## src/rtl/regfile_wb_ctrl.sv

```systemverilog
// Writeback controller: buffers retiring results and drives the regfile write port.
// Optional REGFILE_WB_FORWARD_EN adds a youngest-pending-write lookup for decode.
module regfile_wb_ctrl #(
  parameter int n     = 32,
  parameter int r     = 5,
  parameter int DEPTH = 4
) (
  input  logic                       clk,
  input  logic                       rst_n,
  input  logic                       in_valid,
  output logic                       in_ready,
  input  logic [r-1:0]               in_rd,
  input  logic [n-1:0]               in_data,
  input  logic                       in_jal,
  input  logic [n-1:0]               in_pcplus4,
  output logic                       we3,
  output logic [r-1:0]               wa3,
  output logic [n-1:0]               wd3,
  output logic [2**r-1:0]            busy,
`ifdef REGFILE_WB_FORWARD_EN
  input  logic [r-1:0]               fwd_ra1,
  input  logic [r-1:0]               fwd_ra2,
  output logic                       fwd_hit1,
  output logic                       fwd_hit2,
  output logic [n-1:0]               fwd_data1,
  output logic [n-1:0]               fwd_data2,
`endif
  output logic [$clog2(DEPTH):0]     count,
  output logic                       full,
  output logic                       empty
);

  localparam int AW = $clog2(DEPTH);

  logic [r-1:0]    q_dst [DEPTH];
  logic [n-1:0]    q_dat [DEPTH];
  logic [DEPTH-1:0] q_vld;
  logic [AW-1:0]   rd_ptr;
  logic [AW-1:0]   wr_ptr;
  logic [AW:0]     cnt;
  logic            init_q;

  logic [r-1:0]    dst_eff;
  logic [n-1:0]    dat_eff;
  logic            push;
  logic            pop;

  assign full     = (cnt == (AW+1)'(DEPTH));
  assign empty    = (cnt == '0);
  assign count    = cnt;
  assign in_ready = init_q && !full;

  // jal always targets the link register regardless of in_rd
  assign dst_eff = in_jal ? r'(31) : in_rd;
  assign dat_eff = in_jal ? in_pcplus4 : in_data;
  assign push    = in_valid && in_ready && (dst_eff != '0);
  assign pop     = !empty;

  always_ff @(posedge clk or negedge rst_n) begin
    if (!rst_n) begin
      init_q <= 1'b0;
      rd_ptr <= '0;
      wr_ptr <= '0;
      cnt    <= '0;
      q_vld  <= '0;
      we3    <= 1'b0;
      wa3    <= '0;
      wd3    <= '0;
    end else begin
      init_q <= 1'b1;
      if (pop) begin
        we3           <= 1'b1;
        wa3           <= q_dst[rd_ptr];
        wd3           <= q_dat[rd_ptr];
        q_vld[rd_ptr] <= 1'b0;
        rd_ptr        <= rd_ptr + 1'b1;
      end else begin
        we3 <= 1'b0;
      end
      if (push) begin
        q_vld[wr_ptr] <= 1'b1;
        wr_ptr        <= wr_ptr + 1'b1;
      end
      unique case ({push, pop})
        2'b10:   cnt <= cnt + 1'b1;
        2'b01:   cnt <= cnt - 1'b1;
        default: cnt <= cnt;
      endcase
    end
  end

  always_ff @(posedge clk) begin
    if (push) begin
      q_dst[wr_ptr] <= dst_eff;
      q_dat[wr_ptr] <= dat_eff;
    end
  end

  always_comb begin
    busy = '0;
    for (int i = 0; i < DEPTH; i++)
      if (q_vld[i]) busy[q_dst[i]] = 1'b1;
    if (we3) busy[wa3] = 1'b1;
    busy[0] = 1'b0;
  end

`ifdef REGFILE_WB_FORWARD_EN
  typedef struct packed {
    logic         hit;
    logic [n-1:0] data;
  } fwd_t;

  // Scan oldest to youngest so the youngest match overrides
  function automatic fwd_t lookup(input logic [r-1:0] ra);
    fwd_t          f;
    logic [AW-1:0] idx;
    f = '0;
    if (we3 && wa3 == ra) begin
      f.hit  = 1'b1;
      f.data = wd3;
    end
    for (int i = 0; i < DEPTH; i++) begin
      idx = rd_ptr + AW'(i);
      if (q_vld[idx] && q_dst[idx] == ra) begin
        f.hit  = 1'b1;
        f.data = q_dat[idx];
      end
    end
    if (ra == '0) f = '0;
    return f;
  endfunction

  fwd_t f1;
  fwd_t f2;

  always_comb begin
    f1 = lookup(fwd_ra1);
    f2 = lookup(fwd_ra2);
  end

  assign fwd_hit1  = f1.hit;
  assign fwd_data1 = f1.data;
  assign fwd_hit2  = f2.hit;
  assign fwd_data2 = f2.data;
`endif

endmodule

```

## config.mk

```make
export PLATFORM = sky130hd
export DESIGN_NAME = regfile_wb_ctrl
export DESIGN_NICKNAME = d
export VERILOG_FILES = /design/src/rtl/regfile_wb_ctrl.sv
export SDC_FILE = /design/constraint.sdc
export NUM_CORES = 1
export LEC_CHECK = 0
export CORE_MARGIN = 2
export CORE_UTILIZATION = 40
export CTS_CLUSTER_DIAMETER = 80
export DETAILED_ROUTE_END_ITERATION = 6
export GPL_ROUTABILITY_DRIVEN = 0
export PLACE_DENSITY = 0.72
export SYNTH_ARGS = -nofsm -noshare
export SYNTH_HDL_FRONTEND = slang
export SYNTH_SLANG_ARGS = --single-unit
```

## constraint.sdc

```tcl
create_clock -name clk -period 2.35 [get_ports clk]
set_clock_uncertainty 0.1 [all_clocks]
set_input_delay 0.47 -clock clk [delete_from_list [all_inputs] [get_ports clk]]
set_output_delay 0.47 -clock clk [all_outputs]
set_load 0.02 [all_outputs]
```

==> results.cfg <==
[run_status]
status = finished, violations left
violations = negative setup slack

[setup_path]
required_ns = 1.78
setup.worst_path.end_class = output pin
worst_ep_arrival_time_ns = 1.96
crit_type = flip-flop to output pin
crit_fanout = 5
worst_setup_path_start_kind = flip-flop

[finish]
post-route-util = 0.594
n_antenna_cell = 0
area_growth_pct = 45.7
nFillCells = 1665
layout-drive-gt1-share = 0.427
nNetsFinal = 1038

[timing]
setup_viol = 24
rsz0062_at_grt = true
fmax_ghz = 0.395
slew_headroom = 0.577
final_hold_viol_count = 0
setup_ws_ns = -0.181
maxSlewViolCount = 0
period_minus_slack_ns = 2.53
worstMarginPinSlew_ns = 0.634
fin_crit_sh = 1.08

[synthesis]
synthCells = 696
avgSynthCellArea_um2 = 13.3
synth_edf_count = 148
synth_area_um2 = 9230
yosys-top-cells-count = nand2_1 (155), edfxtp_1 (148), dfrtp_1 (50)
ys_types = 53
synth_seq_cells = 198
synthTopCellsByArea = edfxtp_1 (48%), dfrtp_1 (14%), mux4_2 (9.0%)
yosysWarnings = 0
ys.flop_type = edfxtp_1
syn_nets = 779
async_flop_share = 0.253
synth_top_area_frac = 0.482
yosys.cell_count.top_type = nand2_1
synth_top_area_cell = edfxtp_1
yosysSeqAreaShare = 0.617

[routing]
drt_iter0_markers = 572
ant_nets = 0
drc = 0
routed_wl_um = 25000
vias = 7001
dr.pass1.iters = 6
wl_per_cell_um = 20.0
avgViaCountPerCell = 5.59

[cts]
insertion_delay_ns = 0.43
root_buffer = clkbuf_16
path_clk_slew_ns = 0.07
cts_max_path_buffers = 2
cts_buffers = 17
cts_tree = yes
cts.htree.levels = 4
clock-sinks = 198

[flow_run]
cap_violations = 0

[die]
die-area_um2 = 24300
initial_core_util = 0.408
row_count = 55
io_pins = 149
core_region_area_um2 = 22600
die_w_um = 156
die_h_um = 156

[global_route]
grt_antenna_before_repair = 0
grt_max_degree = 46
first_global_vias = 6902
grt_pass1_wl_um = 37000
grt_overflow = 0
globalRouteTotalUtil = 0.199

[pwr]
p_leak_nw = 5.19
ir_drop_mv = 0.583
powerDensity_nw_per_um2 = 1070

[placed_design]
place_hpwl_um = 16200
io_buffers = 147
dp_slack_ns = -0.503

[worst_hold_path]
hold_class = primary input to flip-flop
-- where the power goes --
part | switching, W | internal (W) | leakage (nW)
combinational | 0.00320 | 0.00301 | 2.97
clock | 0.00133 | 0.00173 | 0.307
sequential | 0.000558 | 0.00454 | 1.92
-- layout by cell type, fill, tap and decap left out, types with 7 or more instances in the layout --
| cell | instances |
|---|---|
| inv_1 | 8 |
| buf_6 | 47 |
| clkbuf_16 | 17 |
| dfrtp_2 | 7 |
| mux2_2 | 33 |
| mux4_2 | 37 |
| nor2_2 | 7 |
| nand2_1 | 149 |
| nand3_1 | 7 |
| a22oi_2 | 20 |
| nor2_4 | 8 |
| edfxtp_1 | 148 |
| dfrtp_1 | 43 |
| nor3_4 | 7 |
| nand2b_4 | 10 |
| nand3_2 | 12 |
| clkdlybuf4s50_1 | 108 |
| a32oi_2 | 7 |
| nor2_1 | 10 |
| buf_12 | 9 |
| ha_1 | 8 |
| nor2b_1 | 7 |
| buf_4 | 105 |
-- cells by family (layout without fill, tap and decap cells) --
| family | after synthesis | count (layout) | synth area share |
|---|---|---|---|
| simple gates | 288 | 288 | 0.146 |
| flops | 198 | 198 | 0.617 |
| mux | 71 | 71 | 0.132 |
| compound gates | 70 | 70 | 0.0571 |
| buf+inv | 52 | 324 | 0.0277 |
| fa+ha+maj | 10 | 10 | 0.0144 |
| xor+xnor | 5 | 5 | 0.00475 |
| other cells | 2 | 2 | 0.000814 |
-- state kept, by name (all words and copies together), names as in the netlist --
name,count
q_dat,128
wd3,32
q_dst,20
wa3,5
q_vld,4
count,3
rd_ptr,2
wr_ptr,2
init_q,1
we3,1
-- metal layers --
layer  global-route usage  routed length [µm]  up-vias
met3               0.0350                1660       94
met2                0.346               12800      356
li1                     -                   -     3122
met5                    0                   0        -
met1                0.250                9710     3429
met4               0.0734                 895        0
-- cell type report --
cell class,instances,area (µm²),area share
Multi-Input combinational cell,446,4030,0.299
Tap cell,285,357,0.0265
Timing Repair Buffer,281,2680,0.199
Sequential cell,198,5700,0.424
Inverter,11,41.3,0.00307
Clock buffer,17,425,0.0316
Clock inverter,15,213,0.0158
-- metrics by stage --
| step | area [µm²] | setup TNS (ns) | power, W | hold slack (ns) | instances |
|---|---|---|---|---|---|
| 2_1_floorplan | 9240 | -0.0618 | 0.00817 | 0.0744 | 696 |
| 3_3_place_gp | 11800 | -35.53 | 0.0107 | 0.349 | 1196 |
| 3_5_place_dp | 11800 | -41.33 | 0.0108 | 0.355 | 1196 |
| 4_1_cts | 12900 | -1.45 | 0.0141 | 0.371 | 1245 |
| 5_1_grt | 13400 | -3.36 | 0.0151 | 0.323 | 1253 |
| 6_report | 13400 | -1.86 | 0.0144 | 0.305 | 1253 |
-- worst max-delay path, stage by stage, from the launching register on --
cell and delay [ns]:
edfxtp_1 0.48, nand4_1 0.28, o22ai_2 0.13, or4_4 0.50, buf_6 0.15
-- path summary, 6_finish.rpt --
check | depth (start not counted) | start | slack (ns) | endpoint
min | 2 | in_rd[1] | 0.31 | q_dst[3][1]
max | 4 | q_dst[2][3] | -0.18 | busy[30]
min reg2reg | 2 | wd3[31] | 0.37 | wd3[31]
min in group asynchronous | 2 | rst_n | 0.47 | wd3[8]
max in group asynchronous | 3 | rst_n | 1.07 | wa3[1]
max reg2reg | 8 | count[0] | 0.13 | count[2]
-- repair_timing --
action	4_1_cts	5_1_grt
pin swaps	32	54
gates resized for setup	247	120
endpoints found under the hold margin	18	0
hold buffers	1	0
buffers inserted	18	15
endpoints found under the setup margin	35	35
(Power assumes the default switching activity.)
